$ cat src/rtl/reg_bank_pkg.sv
`default_nettype none
// +----------------------------------------------------------------------------+
// | Package : reg_bank_pkg                                                     |
// | Shared sizing constants and helpers for the 8-entry register bank.         |
// |   NUM_REGS  : number of entries (one per write strobe bit)                 |
// |   IDX_W     : read index width                                             |
// |   ERR_CNT_W : width of the saturating multi-hot error counter              |
// |   is_onehot8: returns 1 when exactly one bit of an 8-bit vector is set     |
// | Revision: 1.0 - initial release                                            |
// +----------------------------------------------------------------------------+
package reg_bank_pkg;

  localparam int NUM_REGS  = 8;
  localparam int IDX_W     = 3;
  localparam int ERR_CNT_W = 8;

  // Clearing the lowest set bit leaves zero only for a single-bit value.
  function automatic logic is_onehot8(input logic [7:0] v);
    return (v != 8'h00) && ((v & (v - 8'h01)) == 8'h00);
  endfunction

endpackage
`default_nettype wire

$ cat src/rtl/onehot_chk8.sv
`default_nettype none
// +----------------------------------------------------------------------------+
// | Module  : onehot_chk8                                                      |
// | Combinational classifier for the 8-bit write-strobe vector.                |
// | Ports:                                                                     |
// |   wr_sel_i    in  8  write strobes from the write-select decoder           |
// |   is_onehot_o out 1  exactly one strobe set                                |
// |   is_zero_o   out 1  no strobe set                                         |
// |   is_multi_o  out 1  two or more strobes set (malformed)                   |
// | Revision: 1.0 - initial release                                            |
// +----------------------------------------------------------------------------+
module onehot_chk8
  import reg_bank_pkg::*;
(
  input  logic [NUM_REGS-1:0] wr_sel_i,
  output logic                is_onehot_o,
  output logic                is_zero_o,
  output logic                is_multi_o
);

  logic w_onehot;
  logic w_zero;

  assign w_onehot    = is_onehot8(wr_sel_i);
  assign w_zero      = (wr_sel_i == '0);
  assign is_onehot_o = w_onehot;
  assign is_zero_o   = w_zero;
  assign is_multi_o  = ~w_onehot & ~w_zero;

endmodule
`default_nettype wire

$ cat src/rtl/reg_bank_8.sv
`default_nettype none
// +----------------------------------------------------------------------------+
// | Module  : reg_bank_8                                                       |
// | 8-entry register bank fed by one-hot write strobes, with two registered    |
// | read ports and rejection/counting of malformed multi-hot strobes.          |
// | Parameters:                                                                |
// |   WIDTH    : entry data width                                              |
// |   ZERO_REG : 1 -> entry 0 reads as zero and ignores writes                 |
// | Build option: define REG_BANK_BYPASS_EN to forward same-cycle write data   |
// |   to a read of the same entry; otherwise such a read sees the old value.   |
// | Ports:                                                                     |
// |   clock_i     in  1      clock, rising edge                                |
// |   reset_i     in  1      synchronous active-high reset                     |
// |   wr_sel_i    in  8      one-hot write strobes (0 = no write)              |
// |   wr_data_i   in  WIDTH  write data                                        |
// |   rd_en_i     in  1      read request                                      |
// |   rd_addr_a_i in  3      read index, port A                                |
// |   rd_addr_b_i in  3      read index, port B                                |
// |   rd_data_a_o out WIDTH  registered read data, port A                      |
// |   rd_data_b_o out WIDTH  registered read data, port B                      |
// |   rd_valid_o  out 1      high the cycle after an accepted read             |
// |   sel_err_o   out 1      one-cycle pulse after a multi-hot strobe          |
// |   err_cnt_o   out 8      saturating multi-hot strobe count                 |
// | Revision: 1.0 - initial release                                            |
// +----------------------------------------------------------------------------+
module reg_bank_8
  import reg_bank_pkg::*;
#(
  parameter int WIDTH    = 32,
  parameter bit ZERO_REG = 1'b1
) (
  input  logic                 clock_i,
  input  logic                 reset_i,
  input  logic [NUM_REGS-1:0]  wr_sel_i,
  input  logic [WIDTH-1:0]     wr_data_i,
  input  logic                 rd_en_i,
  input  logic [IDX_W-1:0]     rd_addr_a_i,
  input  logic [IDX_W-1:0]     rd_addr_b_i,
  output logic [WIDTH-1:0]     rd_data_a_o,
  output logic [WIDTH-1:0]     rd_data_b_o,
  output logic                 rd_valid_o,
  output logic                 sel_err_o,
  output logic [ERR_CNT_W-1:0] err_cnt_o
);

  localparam logic [ERR_CNT_W-1:0] c_ERR_MAX = {ERR_CNT_W{1'b1}};

  logic [WIDTH-1:0]     entry_q [NUM_REGS];
  logic [WIDTH-1:0]     rd_data_a_q, rd_data_a_d;
  logic [WIDTH-1:0]     rd_data_b_q, rd_data_b_d;
  logic                 rd_valid_q;
  logic                 sel_err_q;
  logic [ERR_CNT_W-1:0] err_cnt_q;

  logic                 w_is_onehot;
  logic                 w_is_zero;
  logic                 w_is_multi;
  logic                 w_wr_ok;
  logic [NUM_REGS-1:0]  w_we;

  onehot_chk8 u_chk (
    .wr_sel_i    (wr_sel_i),
    .is_onehot_o (w_is_onehot),
    .is_zero_o   (w_is_zero),
    .is_multi_o  (w_is_multi)
  );

  assign w_wr_ok = w_is_onehot & ~w_is_zero;

  // Per-entry write enables. Entry 0 is hard-wired read-only when it is the
  // zero register, so a lone strobe to it is silently dropped (not an error).
  for (genvar gi = 0; gi < NUM_REGS; gi++) begin : g_we
    if (gi == 0 && ZERO_REG) begin : g_zero
      assign w_we[gi] = 1'b0;
    end else begin : g_norm
      assign w_we[gi] = w_wr_ok & wr_sel_i[gi];
    end
  end

  // Read muxes. Forwarding keys off the gated enables, so it never applies to
  // a rejected multi-hot write or to the zero register.
  always_comb begin
    rd_data_a_d = entry_q[rd_addr_a_i];
    rd_data_b_d = entry_q[rd_addr_b_i];
`ifdef REG_BANK_BYPASS_EN
    if (w_we[rd_addr_a_i]) rd_data_a_d = wr_data_i;
    if (w_we[rd_addr_b_i]) rd_data_b_d = wr_data_i;
`endif
    if (ZERO_REG && (rd_addr_a_i == '0)) rd_data_a_d = '0;
    if (ZERO_REG && (rd_addr_b_i == '0)) rd_data_b_d = '0;
  end

  always_ff @(posedge clock_i) begin
    if (reset_i) begin
      for (int i = 0; i < NUM_REGS; i++) entry_q[i] <= '0;
      rd_data_a_q <= '0;
      rd_data_b_q <= '0;
      rd_valid_q  <= 1'b0;
      sel_err_q   <= 1'b0;
      err_cnt_q   <= '0;
    end else begin
      for (int i = 0; i < NUM_REGS; i++) begin
        if (w_we[i]) entry_q[i] <= wr_data_i;
      end
      if (rd_en_i) begin
        rd_data_a_q <= rd_data_a_d;
        rd_data_b_q <= rd_data_b_d;
      end
      rd_valid_q <= rd_en_i;
      sel_err_q  <= w_is_multi;
      if (w_is_multi && (err_cnt_q != c_ERR_MAX)) begin
        err_cnt_q <= err_cnt_q + ERR_CNT_W'(1);
      end
    end
  end

  assign rd_data_a_o = rd_data_a_q;
  assign rd_data_b_o = rd_data_b_q;
  assign rd_valid_o  = rd_valid_q;
  assign sel_err_o   = sel_err_q;
  assign err_cnt_o   = err_cnt_q;

endmodule
`default_nettype wire

$ cat config.mk
export PLATFORM = sky130hd
export DESIGN_NAME = reg_bank_8
export DESIGN_NICKNAME = d
export VERILOG_FILES = /design/src/rtl/reg_bank_pkg.sv /design/src/rtl/onehot_chk8.sv /design/src/rtl/reg_bank_8.sv
export SDC_FILE = /design/constraint.sdc
export NUM_CORES = 1
export LEC_CHECK = 0
export ABC_CLOCK_PERIOD_IN_PS = 3400
export CAP_MARGIN = 20
export CORE_MARGIN = 1
export CORE_UTILIZATION = 29
export CTS_CLUSTER_SIZE = 24
export DETAILED_ROUTE_END_ITERATION = 16
export GPL_TIMING_DRIVEN = 0
export PLACE_DENSITY = 0.51
export SYNTH_ARGS = -nofsm -noshare
export SYNTH_HDL_FRONTEND = slang
export SYNTH_SLANG_ARGS = --single-unit
$ cat constraint.sdc
create_clock -name clock_i -period 3.4 [get_ports clock_i]
set_clock_uncertainty 0.05 [all_clocks]
set_input_delay 0.34 -clock clock_i [delete_from_list [all_inputs] [get_ports clock_i]]
set_output_delay 0.34 -clock clock_i [all_outputs]
set_load 0.03 [all_outputs]
== Yosys cells after proc, flatten, opt, wreduce, memory -nomap -nowiden ==
Memory sizes are Yosys's and may differ from the RTL's.
Cells that the tools add are included.
W data, S select, Z words.

* Multipliers: 0
* Equality and inequality tests: 1
* Shift-type cells: 0
* Reduce and logical (&&, ||, !) cells: 7
* Multiplexer cells: 32
* $add $sub $neg: 2
* Magnitude comparators: 0
* Divide/modulo/power cells: 0
* Bitwise operators: 19

{| class="wikitable"
|+ Operator list
! kind !! number
|-
| $mux W32 || 9
|-
| $mux W1 || 23
|-
| $logic_not A8 Y1 || 2
|-
| $and A1 B1 Y1 || 9
|-
| $add A8 B1 Y8 const B || 1
|-
| $and A8 B8 Y8 || 1
|-
| $ne A8 B8 Y1 const B || 1
|-
| $reduce_bool A8 Y1 || 1
|-
| $sub A8 B1 Y8 const B || 1
|-
| $or A1 B1 Y1 || 7
|-
| $logic_not A3 Y1 || 2
|-
| $logic_and A1 B1 Y1 || 2
|-
| $not A1 Y1 || 2
|}

* Bits in registers: 74
* Memory bits (read-only): 0
* Bits of input ports: 49
* RAM bits: 256
* Memories kept: 1
* Word-level logic and storage cells: 67
* Latch bits: 0
* Output and inout bits: 74

{| class="wikitable"
|+ Memories
! name !! depth !! bits a word !! read ports !! clocked after Yosys merged registers in !! wr ports !! RTL line !! source
|-
| entry_q || 8 || 32 || 2 || 0 || 8 || reg_bank_8.sv:48 || <nowiki>logic [WIDTH-1:0] entry_q [NUM_REGS];</nowiki>
|}

== Depth between registers and ports, before layout ==
Gate-level depths: netlist of the first run.

* Word-level depth: 10
* Gate-level depth with buffers: 7
* Depth with buffers taken out: 6

== By module ==
Synthesis of the first run repeated with hierarchy kept, for this count alone.

* Cell total of the unflattened synthesis: 1,141
* Area, all modules: 13,947.1 sq um

{| class="wikitable"
|+ Modules (own cells, without submodules)
! module !! seq. area each (sq um) !! area an instance (sq um) !! cells each !! instances
|-
| reg_bank_8 || 8,207.9 || 13,813.2 || 1,124 || 1
|-
| onehot_chk8 || 0.0 || 133.9 || 17 || 1
|}

== Least setup slack after synthesis of the first run ==
Ideal clock, no wire load.

* Path kind: input to register
* Start: in wr_sel_i[3]
* End: mem entry_q[2][0] (enable)
* Setup slack: 721 ps
* Arrival: 2,239 ps
* Setup time: 389 ps
* Path buffers: 1
* Cell stages on the path: 6
* Data required time: 2,961 ps
* Path through: or4_4 > nand2_1 > and4b_1 > nand2_1 > clkbuf_1 > nand2_1

{| class="wikitable"
|+ RTL lines
! what !! RTL line !! source
|-
| start, declared || reg_bank_8.sv:34 || <nowiki>input logic [NUM_REGS-1:0] wr_sel_i,</nowiki>
|-
| end, declared || reg_bank_8.sv:48 ||
|}

==> flow_summary_export.csv, run 1 <==
group,metric,value,unit
global_route,grt.overflow.total,0,
drt,drt-pass1-iter-count,11,
critical_path,worstPathMaxFanout,17,
clock_tree,cts_hold_buffers,0,
clock_tree,cts_buffers,36,
critical_path,critPathMostFrequentCell,"nand2_1",
critical_path,crit_path_end_kind,"register",
global_route,grt_pass1_vias,10100,
layout,fin_nets,1350,
place,io_buffers,119,
critical_path,cp-start-kind,"primary input",
critical_path,cp_slowest_cell,"or4_4",
timing,fin_crit_sh,92.4,%
critical_path,cp.arrival,3.32,ns
yosys,yosysSeqAreaShare,59.3,%
place,routabilityCongestion,0.810,
clock_tree,cts_setup_buffers,0,
status,violations,"DRC",
global_route,grt_first_pass_wirelength,64800,um
status,status,"finished, violations left",
clock_tree,clock_sinks,298,
critical_path,critPathRequiredTime,3.58,ns
clock_tree,root_buffer,"clkbuf_16",
clock_tree,clkTransAtPathRegs,0.06,ns
drt,drt-initial-drc-count,830,
drt,vias,9986,
layout,final_cell_count_no_fill,1936,
floorplan,core,46900,um2
timing,max_freq,0.318,GHz
timing,final-setup-viol-count,0,
place,postPlaceCellArea,16000,um2
place,dp_cells,1868,
layout,fin_area,17200,um2
yosys,async_reset_ff_share,0,%
clock_tree,clock_latency,0.54,ns
floorplan,start_util,29.5,%
yosys,synth_cell_types,41,
layout,final_cell_mix,"nor2_1 (233), edfxtp_1 (224), clkdlybuf4s50_1 (119)",
yosys,syn_inst,1135,
timing,hold_viol_final,0,
critical_path,slowest_delay,0.59,ns
drt,detail-route-antenna-nets,0,
layout,syn2layout_area_growth,24.2,%
power_and_ir_drop,power.density,544,nW/um2
clock_tree,htree_levels,2,
timing,tightest_slew,0.965,ns
floorplan,die_y,220,um
drt,vias_per_cell,5.16,
timing,min_period,3.14,ns
floorplan,die_w,220,um
drt,wl_per_cell,23.0,um
place,dpl.hpwl,30200,um
yosys,ys_seq_elements,298,
timing,tns,0,ns
floorplan,ioPinCount,123,
layout,multi_input_area,5150,um2
timing,finalMaxSlewViolations,0,
drt,wl,44600,um
yosys,synth_edf_count,224,
clock_tree,post_cts_resized,0,
floorplan,die_area,48600,um2
layout,final_common_cell,"nor2_1",
global_route,grt_max_degree,30,
global_route,grt_use_total,18.5,%
layout,drive_above_1_share,15.8,%
clock_tree,cts_tree,"done",
hold_path,min_path_type,"in -> reg",
yosys,yosysWarnings,0,
timing,slew_headroom,35.7,%
timing,rsz0062_at_grt,"no",
critical_path,path_buf_inv,3,
timing,fin_ws,0.260,ns
global_route,grt_antenna_before_repair,0,
job,drv_cap,0,
critical_path,crit_chain,"clkdlybuf4s50_1 -> or4_4 -> nand2_1 -> and4b_1 -> nand2_1 -> clkbuf_1 -> nand2_2 -> buf_16",
yosys,synth_ff_type,"edfxtp_1",
floorplan,row_count,79,
clock_tree,clock_path_buffers,3,
layout,seq_area,8210,um2
yosys,syn_nets,1185,
power_and_ir_drop,vdd.ir_drop.worst,0.268,mV
critical_path,crit_family,"simple AND/OR/NAND/NOR gates",
place,place_ws,-0.318,ns
power_and_ir_drop,p_leak,5.87,nW
yosys,synth_area_per_cell,12.2,um2
layout,fillers,4674,
drt,drc,16,
critical_path,path_class,"in -> reg",
yosys,syn_area,13800,um2
-- registers in the layout, indices dropped and copies added, names as in the netlist --
| signal | count |
|---|---|
| rd_data_b_o | 32 |
| err_cnt_o | 8 |
| entry_q | 224 |
| rd_data_a_o | 32 |
| sel_err_o | 1 |
| rd_valid_o | 1 |
-- synth_stat cells, types with 2 or more instances --
cell	count	area (um2)
edfxtp_1	224	6730
inv_1	36	135
nor3_1	2	10.0
nand2b_1	65	407
or3_1	2	12.5
nor4_1	3	18.8
maj3_1	2	20.0
a22oi_1	62	465
mux4_2	64	1440
a21oi_1	68	340
o22ai_1	64	400
buf_1	11	41.3
buf_2	6	30.0
nand2_1	53	199
nor2_1	233	875
nand3_1	4	20.0
mux2_2	66	743
nor2b_1	4	25.0
dfxtp_1	74	1480
clkbuf_1	70	263
nand3b_1	2	15.0
-- kinds of logic after synthesis --
family | Yosys count | share of synthesized area [%]
and+or+nand+nor | 373 | 11.7
DFF | 298 | 59.3
AOI/OAI and AO/OA | 202 | 9.18
muxes | 131 | 15.9
buffers and inverters | 127 | 3.63
adders and majority gates | 3 | 0.235
xor gates and xnor gates | 1 | 0.0633
-- final cells by class --
type | instances | area share, %
antenna | 3 | 0.0437
inverter | 37 | 0.808
tap | 607 | 4.42
clock inverter | 7 | 0.480
buffer | 90 | 2.11
timing repair buffer | 127 | 7.92
sequential | 298 | 47.7
clock buffer | 57 | 6.53
multi-input combinational | 710 | 29.9
-- through the flow --
step	utilization [%]	hold slack, ns	power, mW
after floorplan	-	0.556	5.02
after CTS	36.6	0.360	9.43
after global routing	36.7	0.411	9.64
after global placement	33.7	0.422	5.49
final	36.7	0.364	9.36
after detailed placement	34.1	0.424	5.52
-- path summary, 6_finish.rpt --
kind              cells past startpoint  slack, ns       startpoint               to
setup / recovery                      8       0.26      wr_sel_i[3]   entry_q[3][19]
hold / removal                        3       0.36          rd_en_i  rd_data_a_o[12]
setup reg to reg                      6       1.38     err_cnt_o[0]     err_cnt_o[5]
hold reg to reg                       2       0.43  rd_data_a_o[24]  rd_data_a_o[24]
-- routing by layer --
metal	wire length [um]	track usage, %	up-vias
met1	19200	24.5	5019
met5	0	0	-
li1	-	-	4535
met3	2940	2.89	79
met4	1400	7.20	0
met2	21000	30.1	353
-- worst reg2reg max path, cell delays in order (launching register included) --
cell       delay [ns]
dfxtp_1          0.35
ha_1             0.22
nand3_1          0.19
o2111ai_1        0.15
nor4_1           0.50
nand3_1          0.15
mux2_2           0.29
-- report_power, final --
group	total, mW	switching, mW	leakage, nW	internal (mW)
clock	3.92	1.51	0.594	2.41
sequential	4.26	0.113	2.75	4.15
combinational	1.18	0.677	2.53	0.502
total	9.36	2.30	5.87	7.06
(Power assumes the default switching activity.)
==> run 2: changes to the inputs <==
--- a/config.mk
+++ b/config.mk
@@ -15,4 +15,5 @@
 export PLACE_DENSITY = 0.51
 export SYNTH_ARGS = -nofsm -noshare
 export SYNTH_HDL_FRONTEND = slang
+export SYNTH_HIERARCHICAL = 1
 export SYNTH_SLANG_ARGS = --single-unit
==> run 2 against run 1 <==
Compared with the run above:
- hold slack worse by 0.094 ns
- synthesized cell count is 0.53% higher
- critical endpoint is now entry_q[5][18]
- global-route usage rose by 1.8 points
- the run now ends clean
- flip-flop and latch count is the same
- utilization decreased by 0.093 points
- critical path type unchanged
- total power decreased by 0.96%
- area after synthesis up 0.77%
- via count increased by 4.7%
==> flow_summary_export.csv, run 2 <==
group,metric,value,unit
global_route,grt_use_total,20.3,%
drt,wl_per_cell,26.0,um
clock_tree,clock_latency,0.55,ns
critical_path,worstPathMaxFanout,23,
timing,fin_ws,0.197,ns
critical_path,crit_path_end_kind,"register",
yosys,syn_area,13900,um2
hold_path,hold_path_depth,3,
floorplan,die_w,221,um
clock_tree,clock_sinks,298,
layout,fin_nets,1351,
layout,final_common_cell,"edfxtp_1",
clock_tree,cts_tree,"done",
global_route,grt_first_pass_wirelength,71400,um
yosys,synth_common_cells,"edfxtp_1 (224), nor2_1 (213), mux2_2 (95), mux2i_1 (95), dfxtp_1 (74)",
drt,vias_per_cell,5.41,
critical_path,cp.arrival,3.38,ns
layout,syn2layout_area_growth,23.2,%
power_and_ir_drop,p_leak,6.23,nW
layout,top_register,"entry_q",
critical_path,critPathRequiredTime,3.57,ns
timing,min_period,3.20,ns
floorplan,ioPinCount,123,
layout,n_antenna_cell,0,
timing,slew_headroom,23.9,%
critical_path,cp-start-kind,"primary input",
timing,hold_viol_final,0,
power_and_ir_drop,power.density,540,nW/um2
place,routabilityCongestion,0.802,
drt,vias,10500,
hold_path,min_path_type,"in -> reg",
drt,drt-pass1-iter-count,6,
timing,tns,0,ns
yosys,yosysSeqAreaShare,58.8,%
power_and_ir_drop,vdd.ir_drop.worst,0.259,mV
yosys,yosys.area.top_type,"edfxtp_1",
floorplan,row_count,79,
clock_tree,cts_setup_buffers,0,
drt,drc,0,
layout,fin_area,17200,um2
floorplan,start_util,29.7,%
critical_path,path_class,"in -> reg",
yosys,syn_inst,1141,
clock_tree,cts_buffers,35,
layout,largest_reg_flops,224,
clock_tree,root_buffer,"clkbuf_16",
critical_path,r2r_slack,1.67,ns
place,postPlaceCellArea,16000,um2
clock_tree,clock_path_buffers,3,
global_route,grt_max_degree,25,
timing,final-setup-viol-count,0,
clock_tree,htree_levels,2,
clock_tree,cts_hold_buffers,0,
drt,detail-route-antenna-nets,0,
yosys,synth_area_leaders,"edfxtp_1 (48%), dfxtp_1 (11%), mux2_2 (7.7%)",
global_route,grt_pass1_vias,10300,
floorplan,core,47000,um2
timing,max_freq,0.312,GHz
critical_path,reg2reg_depth,5,
drt,drt-initial-drc-count,1177,
place,dpl.hpwl,33600,um
timing,tightest_slew,1.14,ns
job,drv_cap,0,
layout,drive_above_1_share,18.7,%
clock_tree,clkTransAtPathRegs,0.06,ns
timing,rsz0062_at_grt,"no",
drt,wl,50300,um
yosys,yosysMostFrequentCell,"edfxtp_1",
yosys,yosys.area.top_type_share,48.2,%
layout,final_cell_mix,"edfxtp_1 (224), nor2_1 (213), clkdlybuf4s50_1 (115)",
place,io_buffers,115,
floorplan,die_y,221,um
status,status,"finished, final reports clean",
global_route,grt_antenna_before_repair,1,
yosys,synth_ff_type,"edfxtp_1",
yosys,synth_edf_count,224,
timing,fin_crit_sh,94.2,%
yosys,synth_area_per_cell,12.2,um2
timing,finalMaxSlewViolations,0,
yosys,synth_cell_types,48,
yosys,ys_seq_elements,298,
clock_tree,post_cts_resized,0,
yosys,yosysWarnings,6,
floorplan,die_area,49000,um2
place,place_ws,-0.522,ns
yosys,async_reset_ff_share,0,%
timing,finalHoldWorstSlack,0.270,ns
yosys,syn_nets,1191,
global_route,grt.overflow.total,0,
-- run 2: cell types whose count changed after synthesis, sizes merged, moves of 44 or more --
| cell | previous run | this run |
|---|---|---|
| a21oi | 68 | 5 |
| mux2i | 1 | 95 |
| mux4 | 64 | 2 |
| nand2b | 65 | 3 |
| o221a | 0 | 45 |
| o221ai | 0 | 44 |
| o22ai | 64 | 18 |
-- run 2: worst max-delay path: stages --
cell	delay [ns]
clkdlybuf4s50_1	0.57
nor4_1	0.47
o211ai_1	0.15
o21ai_1	0.09
nor2b_1	0.37
nand2_1	0.33
clkbuf_1	0.42
nand2_4	0.34
buf_12	0.25
-- run 2: final timing paths --
kind	from	endpoint
max	wr_sel_i[6]	entry_q[5][18]
min	rd_addr_b_i[2]	rd_data_b_o[0]
max reg2reg	err_cnt_o[0]	err_cnt_o[5]
min reg2reg	rd_data_b_o[26]	rd_data_b_o[26]
-- run 2: stage by stage --
stage | power [mW] | util [%] | std cells
after global placement | 5.58 | 33.8 | 1863
after CTS | 9.32 | 36.5 | 1934
final | 9.27 | 36.6 | 1934
after floorplan | 5.06 | - | 1141
after detailed placement | 5.62 | 34.2 | 1871
after global routing | 9.55 | 36.6 | 1934
-- run 2: cell type report --
cell class,instances,area [um2]
sequential,298,8210
clock buffer,52,991
clock inverter,11,124
inverter,34,128
fill,4545,29800
timing repair buffer,123,1320
tap,607,759
buffer,94,470
multi-input combinational,715,5190
-- run 2: where the power goes --
part / total (mW) / internal (mW) / switching (mW)
logic: 1.24 / 0.491 / 0.751
registers: 4.31 / 4.17 / 0.144
clock network: 3.72 / 2.18 / 1.54
-- run 2: metal layers --
layer  global-route usage (%)  routed length, um  vias to the layer above
met3                     3.84               3710                       84
met4                     7.78               1570                        2
met1                     26.9              21900                     5300
li1                         -                  -                     4641
met2                     32.6              23200                      428
met5                        0                  8                        -
-- run 2: cells by family after synthesis --
group                    Yosys count  synth area share, %
adder cells (fa/ha/maj)            2                0.161
buffers and inverters            128                 4.27
AND/OR/NAND/NOR                  310                 9.02
flip-flops                       298                 58.8
AO/OA/AOI/OAI                    207                 12.6
multiplexers                     193                 14.9
XOR/XNOR                           3                0.188
==> run 3: changes to the inputs <==
--- a/config.mk
+++ b/config.mk
@@ -13,6 +13,7 @@
 export DETAILED_ROUTE_END_ITERATION = 16
 export GPL_TIMING_DRIVEN = 0
 export PLACE_DENSITY = 0.51
+export SLEW_MARGIN = 20
 export SYNTH_ARGS = -nofsm -noshare
 export SYNTH_HDL_FRONTEND = slang
 export SYNTH_HIERARCHICAL = 1
==> constraint.sdc (replaced) <==
create_clock -name clock_i -period 3.4 [get_ports clock_i]
set_clock_uncertainty 0.05 [all_clocks]
set_input_delay 0.34 -clock clock_i [delete_from_list [all_inputs] [get_ports clock_i]]
set_output_delay 0.34 -clock clock_i [all_outputs]
set_load 0.005 [all_outputs]
==> run 3 against run 2 <==
Compared with the run above:
- register-to-register slack got worse by 0.04 ns
- flip-flop and latch count stayed put
- first-iteration DRC count down 10%
- clock power is 4% higher
- sequential power about the same
- sequential share of layout area decreased by 0.059 points
- combinational power decreased by 10%
==> flow_summary_export.csv, run 3 (synthesis gave the netlist of run 2 again) <==
group,metric,value,unit
critical_path,path_class,"in -> reg",
layout,final_cell_mix,"edfxtp_1 (224), nor2_1 (212), clkdlybuf4s50_1 (115)",
floorplan,row_count,79,
floorplan,die_area,49000,um2
drt,wl_per_cell,26.0,um
critical_path,r2r-start,"err_cnt_o[0]",
layout,largest_reg_flops,224,
critical_path,r2r_slack,1.63,ns
place,io_buffers,115,
global_route,grt_first_pass_wirelength,71200,um
timing,final-setup-viol-count,0,
clock_tree,clkTransAtPathRegs,0.06,ns
layout,drive_above_1_share,18.8,%
clock_tree,clock_latency,0.54,ns
global_route,grt_use_total,20.2,%
floorplan,ioPinCount,123,
critical_path,reg2reg_depth,5,
status,status,"finished, final reports clean",
power_and_ir_drop,comb_power_share,12.0,%
clock_tree,htree_levels,2,
power_and_ir_drop,seqPwrFrac,46.4,%
layout,final_common_cell,"edfxtp_1",
place,dpl.hpwl,33200,um
timing,hold_viol_final,0,
hold_path,min_path_type,"in -> reg",
drt,drt-initial-drc-count,1056,
timing,slew_headroom,14.1,%
layout,fin_nets,1349,
clock_tree,root_buffer,"clkbuf_16",
drt,drt-pass1-iter-count,6,
clock_tree,cts_setup_buffers,0,
layout,top_register,"entry_q",
timing,finalMaxSlewViolations,0,
drt,vias_per_cell,5.35,
floorplan,start_util,29.7,%
job,drv_cap,0,
floorplan,die_w,221,um
power_and_ir_drop,clockPowerShare,41.6,%
critical_path,cp-start-kind,"primary input",
global_route,grt_max_degree,33,
critical_path,crit_path_end_kind,"register",
power_and_ir_drop,p_leak,6.25,nW
power_and_ir_drop,power.density,540,nW/um2
timing,tightest_slew,1.29,ns
drt,drc,0,
global_route,grt_pass1_vias,10200,
drt,wl,50300,um
floorplan,die_y,221,um
power_and_ir_drop,vdd.ir_drop.worst,0.291,mV
drt,detail-route-antenna-nets,0,
floorplan,core,47000,um2
critical_path,crit_start,"wr_sel_i[6]",
clock_tree,clock_sinks,298,
global_route,gr-max-usage-layer,"met2",
clock_tree,cts_buffers,36,
critical_path,worstPathMaxFanout,21,
power_and_ir_drop,switching_share,24.7,%
global_route,grtUsageMet3,4.09,%
global_route,grt.overflow.total,0,
critical_path,endpoint,"entry_q[2][25]",
clock_tree,clock_path_buffers,3,
critical_path,r2r_end,"err_cnt_o[5]",
timing,rsz0062_at_grt,"no",
timing,min_period,3.23,ns
clock_tree,cts_tree,"done",
power_and_ir_drop,switchingPower,2.29,mW
place,routabilityCongestion,0.802,
drt,vias,10300,
timing,fin_crit_sh,94.9,%
global_route,gr-usage-met2,32.6,%
clock_tree,post_cts_resized,0,
critical_path,critPathRequiredTime,3.57,ns
layout,n_antenna_cell,0,
global_route,use_met1,27.3,%
global_route,grt_antenna_before_repair,0,
timing,tns,0,ns
critical_path,cp.arrival,3.40,ns
layout,finish.utilization,36.6,%
power_and_ir_drop,p_int,7.00,mW
clock_tree,cts_hold_buffers,0,
layout,syn2layout_area_growth,23.4,%
timing,max_freq,0.310,GHz
## run 3: worst max-delay path: stages
cell             delay (ns)
clkdlybuf4s50_1        0.56
nor4_1                 0.43
o211ai_1               0.15
o21ai_1                0.10
nor2b_1                0.37
nand2_1                0.34
clkbuf_1               0.45
nand2_4                0.37
buf_12                 0.26
## run 3: routing by layer
| metal | wire (um) | up-vias |
|---|---|---|
| li1 | - | 4638 |
| met1 | 22000 | 5231 |
| met2 | 23200 | 396 |
| met3 | 3690 | 74 |
| met4 | 1340 | 0 |
| met5 | 0 | - |
## run 3: how the worst min path moves through the flow
stage	start	endpoint	slack, ns	cells after the start
after floorplan	reset_i	sel_err_o	0.36	1
after global placement	rd_data_b_o[28]	rd_data_b_o[28]	0.40	2
after detailed placement	rd_data_b_o[24]	rd_data_b_o[24]	0.40	2
after CTS	rd_addr_b_i[2]	rd_data_b_o[0]	0.24	3
after global routing	rd_addr_b_i[2]	rd_data_b_o[0]	0.27	3
final	rd_addr_b_i[2]	rd_data_b_o[0]	0.27	3
## run 3: layout make-up
type | instances | area (um2)
fillers | 4572 | 29700
well taps | 607 | 759
clock buffers | 51 | 1040
plain buffers | 94 | 469
flip-flops and latches | 298 | 8210
clock inverters | 13 | 138
repair buffers | 120 | 1270
inverters | 34 | 128
multi-input cells | 715 | 5200
## run 3: power by group through the flow
stage               registers, mW  logic [mW]  clock network (mW)
global route                 4.34        1.18                4.05
detailed placement           4.39        1.11                   0
finish                       4.31        1.11                3.87
floorplan                    4.34       0.596                   0
global placement             4.38        1.08                   0
CTS                          4.31        1.11                3.93
## run 3: through the flow
stage | hold WS, ns | cell area [um2] | power, mW | setup WS (ns) | std cells
floorplan | 0.362 | 13900 | 4.94 | 0.498 | 1141
detailed placement | 0.398 | 16000 | 5.49 | -0.551 | 1868
global route | 0.274 | 17200 | 9.57 | 0.0374 | 1932
CTS | 0.244 | 17200 | 9.35 | 0.00423 | 1932
global placement | 0.398 | 15900 | 5.46 | -1.52 | 1863
finish | 0.269 | 17200 | 9.30 | 0.175 | 1932
